<file path="config.mk">
export PLATFORM = sky130hd
export DESIGN_NAME = deco_pipe
export DESIGN_NICKNAME = d
export VERILOG_FILES = /design/src/rtl/deco_pipe.sv
export SDC_FILE = /design/constraint.sdc
export NUM_CORES = 1
export LEC_CHECK = 0
export BUFFER_PORTS_ARGS = -buffer_cell sky130_fd_sc_hd__buf_4
export CAP_MARGIN = 25
export CORE_MARGIN = 1
export CORE_UTILIZATION = 45
export DETAILED_ROUTE_END_ITERATION = 16
export PLACE_DENSITY_LB_ADDON = 0.12
export SYNTH_ARGS = -nofsm -noshare
export SYNTH_HDL_FRONTEND = slang
export SYNTH_SLANG_ARGS = --single-unit
</file>
<file path="constraint.sdc">
create_clock -name clk -period 2.48 [get_ports clk]
set_clock_uncertainty 0.05 [all_clocks]
set_input_delay 0.124 -clock clk [delete_from_list [all_inputs] [get_ports clk]]
set_output_delay 0.124 -clock clk [all_outputs]
set_load 0.02 [all_outputs]
</file>
<file path="src/rtl/deco_pipe.sv">
// deco_pipe: binary select -> one-hot decoder feeding a 2-entry skid FIFO.
// Latency: 1 cycle from push to out_dec when empty; out_dec comes straight from storage.
// Backpressure: in_ready is registered (count < 2), so there is no out_ready->in_ready path.
// Optional: define DECO_PIPE_CNT_EN to add a saturating 16-bit pop counter on port pop_cnt.
module deco_pipe #(
    parameter int SEL_W   = 2,
    parameter bit ACT_LOW = 1'b0
) (
    input  logic                    clk,
    input  logic                    rst_n,
    input  logic                    in_valid,
    output logic                    in_ready,
    input  logic [SEL_W-1:0]        in_sel,
    input  logic                    in_en,
    output logic                    out_valid,
    input  logic                    out_ready,
    output logic [(1<<SEL_W)-1:0]   out_dec
`ifdef DECO_PIPE_CNT_EN
    ,
    output logic [15:0]             pop_cnt
`endif
);

    localparam int N = 1 << SEL_W;
    // Word shown when nothing is valid; also the polarity mask applied at push.
    localparam logic [N-1:0] INACTIVE = {N{ACT_LOW}};

    logic [N-1:0] mem_q [2];
    logic         rd_ptr_q, rd_ptr_d;
    logic         wr_ptr_q, wr_ptr_d;
    logic [1:0]   cnt_q, cnt_d;
    logic         in_ready_q, in_ready_d;
    logic         push, pop;
    logic [N-1:0] onehot;
    logic [N-1:0] word_in;

    assign in_ready  = in_ready_q;
    assign out_valid = (cnt_q != 2'd0);
    assign out_dec   = out_valid ? mem_q[rd_ptr_q] : INACTIVE;

    // Handshakes, decoded word and next-state for pointers, count and in_ready.
    always_comb begin
        push       = in_valid & in_ready_q;
        pop        = out_valid & out_ready;
        onehot     = in_en ? ({{(N-1){1'b0}}, 1'b1} << in_sel) : '0;
        word_in    = onehot ^ INACTIVE;
        rd_ptr_d   = rd_ptr_q;
        wr_ptr_d   = wr_ptr_q;
        cnt_d      = cnt_q;
        if (push) begin
            wr_ptr_d = ~wr_ptr_q;
        end
        if (pop) begin
            rd_ptr_d = ~rd_ptr_q;
        end
        unique case ({push, pop})
            2'b10:   cnt_d = cnt_q + 2'd1;
            2'b01:   cnt_d = cnt_q - 2'd1;
            default: cnt_d = cnt_q;
        endcase
        // Registered ready: held low through reset, rises on the first edge after.
        in_ready_d = (cnt_d != 2'd2);
    end

    // FIFO state; reset drops all buffered words asynchronously.
    always_ff @(posedge clk or negedge rst_n) begin
        if (!rst_n) begin
            mem_q[0]   <= '0;
            mem_q[1]   <= '0;
            rd_ptr_q   <= 1'b0;
            wr_ptr_q   <= 1'b0;
            cnt_q      <= 2'd0;
            in_ready_q <= 1'b0;
        end else begin
            if (push) begin
                mem_q[wr_ptr_q] <= word_in;
            end
            rd_ptr_q   <= rd_ptr_d;
            wr_ptr_q   <= wr_ptr_d;
            cnt_q      <= cnt_d;
            in_ready_q <= in_ready_d;
        end
    end

`ifdef DECO_PIPE_CNT_EN
    logic [15:0] pop_cnt_q, pop_cnt_d;

    assign pop_cnt = pop_cnt_q;

    // Pop counter sticks at all-ones instead of wrapping.
    always_comb begin
        pop_cnt_d = pop_cnt_q;
        if (pop && (pop_cnt_q != 16'hFFFF)) begin
            pop_cnt_d = pop_cnt_q + 16'd1;
        end
    end

    // Pop counter register.
    always_ff @(posedge clk or negedge rst_n) begin
        if (!rst_n) begin
            pop_cnt_q <= 16'd0;
        end else begin
            pop_cnt_q <= pop_cnt_d;
        end
    end
`endif

endmodule

</file>
==> out/qor.yml <==
gr-usage-all-layers: 0.1798
clk_pin_slew_ns: 0.09
reg2reg_setup_slack_ns: 0.83
core_area_um2: 1171
finalMaxSlewViolations: 0
hold_path.class: "in2reg"
ir_drop_mv: 0.6189
antenna_left: 0
die_h_um: 38.53
worstRegToRegCells: 5
p_leak_nw: 0.3642
vias: 453
wl_per_cell_um: 11.57
grt_pass1_vias: 406
start_util: 0.5128
relSlewSlack: 0.7402
yosysTopAreaCellShare: 0.5417
synthArstFlopShare: 1.000
synth_top_area_cell: "dfrtp_1"
rsz0062_at_grt: "false"
fin_crit_sh: 0.6639
via_per_inst: 4.978
grt_max_degree: 14
yosys-top-cells-area: "dfrtp_1 54%, nand2_1 7.5%, mux2i_1 6.7%, o21ai_0 6.7%, nor2_1 5.0%"
cts_max_level: 1
layout.nets: 86
cts_buffer_depth: 2
drc: 0
io_pins: 13
grt_pass1_wl_um: 1676
avgSynthCellArea_um2: 9.846
endpoint: "cnt_q[1]$_DFF_PN0_"
place.detailed.hpwl_um: 767.8
synth_edf_count: 0
setup_tns_ns: 0
timing.rr.start: "cnt_q[0]$_DFF_PN0_"
area_growth_syn_to_layout_pct: 23.33
cts_sinks: 13
synth_area_um2: 600.6
holdPathStages: 3
drv_cap: 0
gp_congestion: 0.7437
worst_setup_path_start_kind: "flop"
drt_wl_total_um: 1053
utilization: 0.6325
portBuffers: 12
power_density_nw_per_um2: 1173
synth_flop_cell: "dfrtp_1"
cts_resized: 0
grt_overflow_total: 0
worst_slew_pin_slew_ns: 0.3883
critical_path_required_ns: 2.64
antenna_found_initial: 0
status: "completed"
n_antenna_cell: 0
cts_buffers: 3
cp-end-kind: "flop"
drive_above_1_share: 0.2208
detail_route.first_pass.iterations: 2
cts_setup_buffers: 0
hold_viol: 0
synth_cells: 61
ys_types: 15
insertion_delay_ns: 0.28
yosysMostFrequentCell: "dfrtp_1"
yosys-top-cells-count: "13 x dfrtp_1, 12 x nand2_1, 8 x nor2_1, 8 x o21ai_0, 4 x mux2i_1"
drt_iter0_markers: 7
setup-violations-final: 0
root_buffer: "clkbuf_4"
die_width_um: 38.53
startpoint: "cnt_q[0]$_DFF_PN0_"
cts_tree: "yes"
critPathKind: "reg2reg"
r2r_end: "cnt_q[1]$_DFF_PN0_"
rows: 12
period_needed_ns: 1.646
syn_nets: 69
seq_area_frac_synth: 0.5417
cts_hold_buf: 1
yosysWarnings: 0
fmax_mhz: 607.4
die_area_um2: 1485
path_max_fanout: 6
worstPathArrival_ns: 1.81
synth-seq-cells: 13
[registers in the layout (all words and copies together), names as in the netlist]
signal	cells
cnt_q	2
mem_q	8
in_ready	1
wr_ptr_q	1
rd_ptr_q	1
[critical path, stage by stage (launching register included)]
cell	delay [ns]
dfrtp_1	0.44
nor2_1	0.35
nor2b_2	0.10
ha_1	0.34
nor2_1	0.14
xor2_1	0.15
[power breakdown]
group	total [mW]	internal, mW	switching [mW]
combinational	0.355	0.164	0.191
clock	0.136	0.0599	0.0758
sequential	0.378	0.298	0.0797
[layer usage]
layer | track usage | routed length [um] | vias to the layer above
met4 | 0.1293 | 30 | 0
li1 | - | - | 237
met2 | 0.2500 | 455 | 10
met3 | 0.05233 | 43 | 5
met5 | 0 | 0 | -
met1 | 0.2348 | 524 | 201
[cell type report]
cell class                      instances  area, um^2
Clock inverter                          1       5.005
Timing Repair Buffer                   13       100.1
Inverter                                1       3.754
Multi-Input combinational cell         46       266.5
Tap cell                               14       17.52
Clock buffer                            3       22.52
Sequential cell                        13       325.3
Fill cell                             103       430.4
[how the worst min path moves through the flow]
stage	startpoint	endpoint	slack, ns
after CTS	in_sel[0]	mem_q[0]$_DFFE_PN0P_	0.1
final	in_sel[1]	mem_q[0]$_DFFE_PN0P_	0.09
after global placement	rst_n	in_ready$_DFF_PN0_	-0.07
after global routing	in_sel[1]	mem_q[0]$_DFFE_PN0P_	0.11
after detailed placement	rst_n	in_ready$_DFF_PN0_	-0.07
after floorplan	rst_n	cnt_q[0]$_DFF_PN0_	-0.22
[metrics by stage]
step	cells	cell area [um^2]	worst slack [ns]	total power, mW	hold WS, ns
finish	91	740.7	0.8335	0.8689	0.09067
global route	91	740.7	0.6699	0.9359	0.1125
CTS	91	740.7	0.8064	0.8760	0.09740
detailed placement	86	703.2	0.8265	0.7407	-0.07394
global placement	86	703.2	0.8962	0.7342	-0.07473
floorplan	61	600.6	0.9777	0.6239	-0.2216
[kinds of logic after synthesis]
group / count (synthesis) / synth area share
compound gates: 9 / 0.07499
simple gates: 27 / 0.2083
mux: 4 / 0.06667
fa+ha+maj: 1 / 0.02083
xor+xnor: 5 / 0.07293
buf+inv: 2 / 0.01457
flops: 13 / 0.5417
[layout by cell type, fill, tap and decap left out]
cell,n
dlygate4sd3_1,1
o21ai_0,8
nand3b_1,3
or3b_1,1
clkbuf_4,3
nor2b_2,1
buf_4,12
mux2i_1,4
nand3_1,2
dfrtp_1,13
nor2_1,8
clkinv_2,1
a21oi_1,1
ha_1,1
xor2_1,3
nand2_1,12
inv_1,1
xnor2_1,2
Power figures use the tool's default switching activity.
